===== src/rtl/music_pkg.sv =====
// music_pkg: shared state type, width defaults and channel packing for music playback
package music_pkg;
  localparam int DEF_ADDR_W = 17;
  localparam int DEF_DATA_W = 16;
  typedef enum logic [1:0] {IDLE, FETCH, PUSH, WAIT_TICK} state_t;
  function automatic logic [31:0] pack_sample(input logic [DEF_DATA_W-1:0] s);
    return {s, {(32-DEF_DATA_W){1'b0}}};
  endfunction
endpackage


===== src/rtl/sample_tick_gen.sv =====
// sample_tick_gen: one-cycle tick every SAMPLE_DIV clocks, clearable and freezable
module sample_tick_gen #(
  parameter int SAMPLE_DIV = 3125
) (
  input  logic CLOCK_50,
  input  logic reset,
  input  logic clear,
  input  logic freeze,
  output logic tick
);
  localparam int CW = SAMPLE_DIV > 1 ? $clog2(SAMPLE_DIV) : 1;
  logic [CW-1:0] cnt;
  assign tick = cnt == CW'(SAMPLE_DIV - 1);
  always_ff @(posedge CLOCK_50)
    if (reset || clear) cnt <= '0;
    else if (!freeze) cnt <= tick ? '0 : cnt + CW'(1);
endmodule


===== src/rtl/music_playback_ctrl.sv =====
// music_playback_ctrl: sequences music ROM samples into Audio_Controller; define MUSIC_VOLUME_EN for a volume shift input
module music_playback_ctrl
  import music_pkg::*;
#(
  parameter int                ADDR_W     = DEF_ADDR_W,
  parameter int                DATA_W     = DEF_DATA_W,
  parameter int                SAMPLE_DIV = 3125,
  parameter logic [ADDR_W-1:0] LAST_ADDR  = ADDR_W'(99999),
  parameter int                ROM_LAT    = 2
) (
  input  logic              CLOCK_50,
  input  logic              reset,
  input  logic              start,
  input  logic              pause,
  input  logic              stop,
  input  logic              loop_en,
`ifdef MUSIC_VOLUME_EN
  input  logic [2:0]        volume,
`endif
  output logic [ADDR_W-1:0] rom_addr,
  input  logic [DATA_W-1:0] rom_q,
  input  logic              audio_out_allowed,
  output logic              write_audio_out,
  output logic [31:0]       left_channel_audio_out,
  output logic [31:0]       right_channel_audio_out,
  output logic              busy,
  output logic              done,
  output logic              underrun
);
  localparam int LW = ROM_LAT > 1 ? $clog2(ROM_LAT) : 1;
  state_t state, next_state;
  logic start_d, start_rise, tick, at_last, adv, fetch_done;
  logic [LW-1:0] lat_cnt;
  logic [DATA_W-1:0] sample, out_sample, shaped;
  assign start_rise = start & ~start_d;
  assign at_last = rom_addr == LAST_ADDR;
  assign fetch_done = state == FETCH && lat_cnt == LW'(ROM_LAT - 1);
  // a tick caught in PUSH moves on regardless of pause: the sample is written this cycle or lost
  assign adv = !stop && tick && (state == PUSH || (state == WAIT_TICK && !pause));
`ifdef MUSIC_VOLUME_EN
  assign shaped = $signed(rom_q) >>> volume;
`else
  assign shaped = rom_q;
`endif
  sample_tick_gen #(.SAMPLE_DIV(SAMPLE_DIV)) u_tick (
    .CLOCK_50(CLOCK_50),
    .reset(reset),
    .clear(state == IDLE || stop),
    .freeze(pause),
    .tick(tick)
  );
  always_ff @(posedge CLOCK_50) state <= reset ? IDLE : next_state;
  always_comb
    next_state = stop ? IDLE
      : adv ? (at_last && !loop_en ? IDLE : FETCH)
      : state == IDLE && start_rise ? FETCH
      : fetch_done ? PUSH
      : state == PUSH && audio_out_allowed ? WAIT_TICK
      : state;
  always_comb begin
    write_audio_out = state == PUSH && audio_out_allowed && !stop;
    done = adv && at_last && !loop_en;
    busy = state != IDLE;
    left_channel_audio_out = pack_sample(write_audio_out ? sample : out_sample);
    right_channel_audio_out = left_channel_audio_out;
  end
  always_ff @(posedge CLOCK_50)
    if (reset) begin
      rom_addr <= '0;
      lat_cnt <= '0;
      sample <= '0;
      out_sample <= '0;
      start_d <= 1'b0;
      underrun <= 1'b0;
    end else begin
      start_d <= start;
      lat_cnt <= fetch_done || state != FETCH ? '0 : lat_cnt + LW'(1);
      rom_addr <= stop || state == IDLE || (adv && at_last) ? '0 : adv ? rom_addr + ADDR_W'(1) : rom_addr;
      if (fetch_done) sample <= shaped;
      if (write_audio_out) out_sample <= sample;
      underrun <= state == IDLE && start_rise && !stop ? 1'b0
        : state == PUSH && tick && !audio_out_allowed && !stop ? 1'b1
        : underrun;
    end
endmodule

===== config.mk =====
export PLATFORM = sky130hd
export DESIGN_NAME = music_playback_ctrl
export DESIGN_NICKNAME = d
export VERILOG_FILES = /design/src/rtl/music_pkg.sv /design/src/rtl/sample_tick_gen.sv /design/src/rtl/music_playback_ctrl.sv
export SDC_FILE = /design/constraint.sdc
export NUM_CORES = 1
export LEC_CHECK = 0
export ABC_AREA = 0
export CAP_MARGIN = 40
export CORE_MARGIN = 8
export CORE_UTILIZATION = 50
export DETAILED_ROUTE_END_ITERATION = 12
export PLACE_DENSITY = 0.86
export SKIP_LAST_GASP = 1
export SLEW_MARGIN = 10
export SYNTH_ARGS = -nofsm -noshare
export SYNTH_HDL_FRONTEND = slang
export SYNTH_SLANG_ARGS = --single-unit

===== constraint.sdc =====
create_clock -name CLOCK_50 -period 8.12 [get_ports CLOCK_50]
set_input_delay 2.03 -clock CLOCK_50 [delete_from_list [all_inputs] [get_ports CLOCK_50]]
set_output_delay 2.03 -clock CLOCK_50 [all_outputs]
set_load 0.03 [all_outputs]

Word level (Yosys, flattened, before mapping) --
Cells that the tools add are included.
Storage, ports and cells: flip-flop bits (word level) 66, input bits 23, output and inout bits 85, logic and storage cells 56
Cells by class: $add $sub $neg 3, equal/unequal tests 6, mux-type cells 7, bitwise gates (word level) 2, reductions and logical operators 30
Operators with widths (count):
- 17-bit by 1-bit adder with 17-bit output, second input constant | 1
- 17-bit == test, second input constant | 1
- 16-bit 2-to-1 mux | 1
- 1-bit logical AND | 14
- 12-bit by 1-bit adder with 12-bit output, second input constant | 1
- 12-bit == test, second input constant | 1
- 12-bit 2-to-1 mux | 1
- 2-bit 2-to-1 mux | 4
- 2-bit OR reduction | 4
- 1-bit logical OR | 5
- 2-bit == test, second input constant | 2
- 1-bit logical NOT | 4
- 4-bit nonzero test | 1
- 2-bit by 1-bit == test with 1-bit output, second input constant | 1
- 2-bit logical NOT | 1
- 2-bit by 1-bit != test with 1-bit output, second input constant | 1
- 2-bit nonzero test | 1
- 1-bit adder, second input constant | 1
- 1-bit bitwise AND | 1
- 1-bit 2-to-1 mux | 1
- 1-bit inverter | 1

Logic depth before layout (Yosys ltp) --
word-level depth 7, depth in mapped cells 9, gate-level depth less buffers 7

Modules after synthesis --
A second synthesis with hierarchy kept.
Second synthesis, totals: cells, all modules 359, area total of the unflattened synthesis 3224.3 um^2
Modules (own cells, without submodules):
- music_playback_ctrl | instances 1, cells each 295, area each 2638.8 um^2, seq. area each 1081.0 um^2
- sample_tick_gen | instances 1, cells each 64, area each 585.6 um^2, seq. area each 240.2 um^2

Worst setup path before layout --
Ideal clock, no wire load.
path kind input port to output port, start input stop, end output right_channel_audio_out[28], data arrival time 3658 ps, data required time 6090 ps, path slack 2432 ps, stages on the path 5, buffers on the path 2, cell sequence nand2b_1 nor3b_2 buf_4 mux2_1 buf_4
On the way: cells in the longest elaborated chain, start to end 3
Ends and longest elaborated chain:
- from (decl) | RTL line music_playback_ctrl.sv:15 | input logic stop,
- 1-bit logical NOT | RTL line music_playback_ctrl.sv:61 | write_audio_out = state == PUSH && audio_out_allowed && !stop;
- 1-bit logical AND | RTL line music_playback_ctrl.sv:61
- named net write_audio_out | RTL line music_playback_ctrl.sv:23 | output logic write_audio_out,
- 16-bit 2-to-1 mux | RTL line music_playback_ctrl.sv:64 | left_channel_audio_out = pack_sample(write_audio_out ? sample : out_sample);
- to (decl) | RTL line music_playback_ctrl.sv:25 | output logic [31:0] right_channel_audio_out,
The timed path passes the listed nets, and every way through them passes these cells.

Worst setup path in the final report --
start input stop, end output right_channel_audio_out[28]
On the way: cells in the longest elaborated chain, start to end 3
Ends and longest elaborated chain (RTL line):
- 1-bit logical NOT | music_playback_ctrl.sv:61
- 1-bit logical AND | music_playback_ctrl.sv:61
- 16-bit 2-to-1 mux | music_playback_ctrl.sv:64
Every way passes these cells.

==> impl.org <==
** Outcome
- Result of the run :: completed

** Worst setup path
- STA classifies the critical path startpoint as an input port.
- Cell with the largest stage delay on the worst path :: clkdlybuf4s50_1
- The worst register-to-register path begins at u_tick.cnt[0].
- The worst setup path is of the in2out kind.
- Among the stages of the critical path, the cell type that occurs most often is clkdlybuf4s50_1.
- The critical path contains buffers and inverters numbering 3 combined.
- Of all nets on the critical path, the largest fanout is 17.
- CP peak stage delay :: 620 ps
- Data on the critical path is required at its endpoint by between 6000 and 7000 ps.
- Setup slack on the worst reg-to-reg path comes out at between 5000 and 6000 ps.
- Kind of cell adding the most delay to the critical path :: buffers and inverters
- Data arrival time at the worst-slack endpoint :: ~4300 ps
- Ordered cell list for the critical path :: clkdlybuf4s50_1 -> nand2b_1 -> nor3b_2 -> buf_4 -> mux2_1 -> clkdlybuf4s50_1
- Endpoint type of the worst setup path :: output port
- Worst R2R Path Depth :: 7
- The endpoint identified for the worst register-to-register timing path is rom_addr[6].

** Pwr
- Combinational logic burns around 6.6% of the power.
- Cell internal power was estimated by the tool at roughly 460 uW.
- Registers are responsible for a little over half of the overall power.
- Overall power consumption after layout is estimated at between 600 and 700 uW.
- Power dissipated by switching net loads :: about 160 uW
- Largest voltage drop on the vdd net :: 0.132 mV
- Static leakage :: 0.00148 uW
- Dividing total power by cell area gives a power density of between 150 and 200 nW/um^2.
- Power share of the clock group :: between 40 and 50%
- Net switching share of the total power :: 26.0%

** Global route
- Maximum number of pins on one net before global-route repair :: 38
- Global routing used between 15 and 20% of the available met1 tracks.
- Peak-usage layer in the global routing report :: met2
- Vias in the first global route :: approximately 2,600
- Global-route wire length before repair :: roughly 12 mm
- GRT overflow :: 0
- Overall track demand over capacity in global routing :: 15.7%
- M3 GR Usage :: 9.03%
- Antenna violations before repair :: 0
- GR Layer Usage met2 :: 25.5%

** Routing
- Wire per inst :: 14.7 um
- Wire length reported by the detailed router :: roughly 7.5 mm
- Avg Vias per Cell :: approximately 5.1
- Number of violations reported at the end of detailed-routing iteration 0 :: about 130
- After detailed routing, the number of remaining DRC violations is 0.
- Total iterations of the first detailed-routing run :: 4
- Number of nets still failing antenna checks after routing :: 0
- Detailed routing inserted a total of approximately 2,600 vias.

** Timing
- Min Hold Slack :: 456 ps
- Worst-case setup margin in the final layout :: roughly 1800 ps
- Setup violations remaining at the end of the flow were counted as 0.
- Final clock period utilization by the worst path :: between 70% and 80%
- The worst path needs ~6300 ps of the cycle, external delays included.
- Final count of pins violating max slew :: 0
- Final-layout setup total negative slack :: 0 ps
- Final hold viol count :: 0
- Setup repair after global routing left no endpoint under its margin.
- Remaining max-slew budget at the tightest pin :: around two thirds
- Setup clock skew after layout :: approximately 12 ps
- Peak Freq :: 159 MHz
- At the pin with the least slew margin, the transition time is between 500 and 600 ps.

** Place
- Summed over all nets, the half-perimeter wirelength after detailed placement is about 5.5 mm.
- Port buffering added 75 buffers.
- Pre-CTS setup slack :: 1860 ps
- Once placement finished, the instance area stood at approximately 3800 um^2.
- Routability-driven placement finished with a final weighted congestion of 0.848.

** Synthesis
- Summed over all instances, the cell type with the most area after synthesis is dfxtp_1.
- Yosys printed 0 warnings.
- FFs w/ async S/R, synth :: 0%
- Portion of the post-synthesis area used by sequential elements :: about two fifths
- Post-synthesis area per instance :: about 9 um^2
- Post-synth EDFFs :: 0
- In the synthesized netlist the dominant register cell turns out to be dfxtp_1.
- Post-Syn Area :: 3280 um^2
- Number of storage elements in the synthesis netlist :: 66
- Of the post-synthesis cell area, the dominant cell type holds roughly 40%.
- Number of standard cells after synthesis :: 368
- Yosys attributes the largest share of cell area to dfxtp_1, buf_4, mux2_2.
- Post-synthesis cell type count :: 52

** Clock tree
- CTS buffer count :: 9
- Clock latency on the worst-skew pair :: 350 ps
- Hold buffer count at CTS :: 0
- Maximum level of the CTS H-tree :: 3
- TritonCTS clock tree :: done
- The root buffer cell chosen for the clock tree is clkbuf_8.
- For this design, the sink count on the clock tree is between 60 and 70.
- The number of gates resized after CTS was 0.
- Clock-pin slew was measured on the worst setup and hold paths at approximately 80 ps.
- The longest clock path from root to sink contains 2 buffers.
- Count of buffers added by post-CTS timing repair for setup :: 0

** Min path
- Worst hold path class :: reg2reg
- Worst Hold Endpoint :: sample[10]
- Counting instances, the worst hold path has a depth of 2.
- Hold Startpoint :: sample[10]

** Cells and area
- Relative area change from synthesis to final layout :: 22.5%
- Area taken by flip-flops and latches :: 1320 um^2
- The number of antenna diodes in the final layout is 0.
- Number of nets in the final layout :: between 400 and 500
- After routing the design area is between 4000 and 5000 um^2.
- Share of post-route cells with drive strength above 1 :: 11.9%
- Area of combinational cells with multiple inputs :: 1630 um^2
- Fill cells in the final layout number ~540.

** Floorplanning
- During I/O placement, the number of pins put on the boundary was between 100 and 150.
- The floorplan step defined a die boundary enclosing between 9000 and 10,000 um^2.
- For this configuration, the core starts out at a cell density of between 50% and 60%.
- The core region is approximately 6300 um^2.
- The initialized floorplan defines 29 standard-cell rows.
- Y dimension of the die :: around 97 um
- The floorplan step set the die width to roughly 97 um.

** Job
- Max-cap violations in this run came to 0.
==> worst max path at each step <==
stage / from / endpoint / slack [ps] / depth (start not counted)
after floorplan: stop / right_channel_audio_out[28] / 2430 / 5
after global placement: stop / left_channel_audio_out[25] / 1920 / 6
after detailed placement: stop / right_channel_audio_out[28] / 1860 / 6
after CTS: stop / right_channel_audio_out[28] / 1820 / 6
after global routing: stop / right_channel_audio_out[28] / 1770 / 6
final: stop / right_channel_audio_out[28] / 1840 / 6
==> registers in the layout (all words and copies together), names as in the netlist <==
| register | count |
|---|---|
| sample | 16 |
| out_sample | 16 |
| rom_addr | 17 |
| start_d | 1 |
| underrun | 1 |
| lat_cnt | 1 |
| u_tick.cnt | 12 |
| state | 2 |
==> power groups by stage <==
stage / Sequential [uW] / Clock, uW / Combinational, uW
floorplan: 332 / 0 / 39.3
global placement: 333 / 0 / 39.4
detailed placement: 333 / 0 / 39.7
CTS: 325 / 257 / 39.9
global route: 325 / 270 / 43.4
finish: 325 / 249 / 40.5
==> cell type report <==
class,count,area share (%)
Clock buffer,10,3.43
Clock inverter,6,1.06
Inverter,3,0.280
Multi-Input combinational cell,267,40.7
Sequential cell,66,32.9
Tap cell,77,2.40
Timing Repair Buffer,78,19.3
==> through the flow <==
step | std cells | util (%)
final | 507 | 63.2
after global routing | 507 | 63.2
after CTS | 507 | 63.2
after detailed placement | 491 | 60.4
after global placement | 490 | 60.3
after floorplan | 399 | -
==> cell usage after synthesis, drive strengths merged (4+ instances only) <==
library cell and instances:
xor2 13, xnor2 4, mux2 16, or3 4
clkbuf 11, nor3 6, a21oi 33, and4 6
nand3 10, nand4 8, o21ai 7, nand2 44
buf 52, nor2 26, and3 4, nor2b 19
dfxtp 66
==> kinds of logic (layout without fill, tap and decap cells) <==
| logic type | after synthesis | after routing | share of synthesized area [%] |
|---|---|---|---|
| AOI/OAI and AO/OA | 47 | 47 | 7.79 |
| xor gates and xnor gates | 17 | 17 | 4.54 |
| adders and majority gates | 3 | 3 | 1.15 |
| buffers and inverters | 66 | 97 | 13.4 |
| DFF | 66 | 66 | 40.3 |
| muxes | 18 | 18 | 6.11 |
| other | 1 | 32 | 0.114 |
| and+or+nand+nor | 150 | 150 | 26.6 |
==> metal layers <==
layer  wire length, um  up-vias  part of all wire (%)
met4                87        0                   1.2
li1                  -     1289                     -
met5                 0        -                     0
met3               703       10                   9.4
met1              3120     1213                    42
met2              3540       78                    48
==> worst min-delay path: stages, from the launching register on <==
cell and delay, ps:
dfxtp_1 310, nand2_1 50, a21oi_1 50
==> layout by cell type, fill, tap and decap left out, drive strengths merged, types with 2 or more instances in the layout <==
| cell type | count |
|---|---|
| nand4 | 8 |
| dfxtp | 66 |
| inv | 3 |
| conb | 32 |
| and4 | 6 |
| a21oi | 33 |
| nor2 | 26 |
| or4 | 3 |
| clkbuf | 10 |
| nand3 | 10 |
| xnor2 | 4 |
| nor4b | 2 |
| ha | 3 |
| clkinvlp | 2 |
| and2 | 2 |
| nor4 | 2 |
| or2 | 2 |
| mux2i | 2 |
| nand2b | 2 |
| nand4b | 3 |
| clkdlybuf4s50 | 75 |
| buf | 3 |
| a21o | 2 |
| or4b | 3 |
| o21ai | 7 |
| xor2 | 13 |
| or3 | 4 |
| nor2b | 19 |
| nand2 | 44 |
| clkinv | 4 |
| nor3b | 2 |
| nor3 | 6 |
| mux2 | 16 |
| o31ai | 2 |
| and3 | 4 |
No activity file was read; power rests on OpenSTA's default activity.
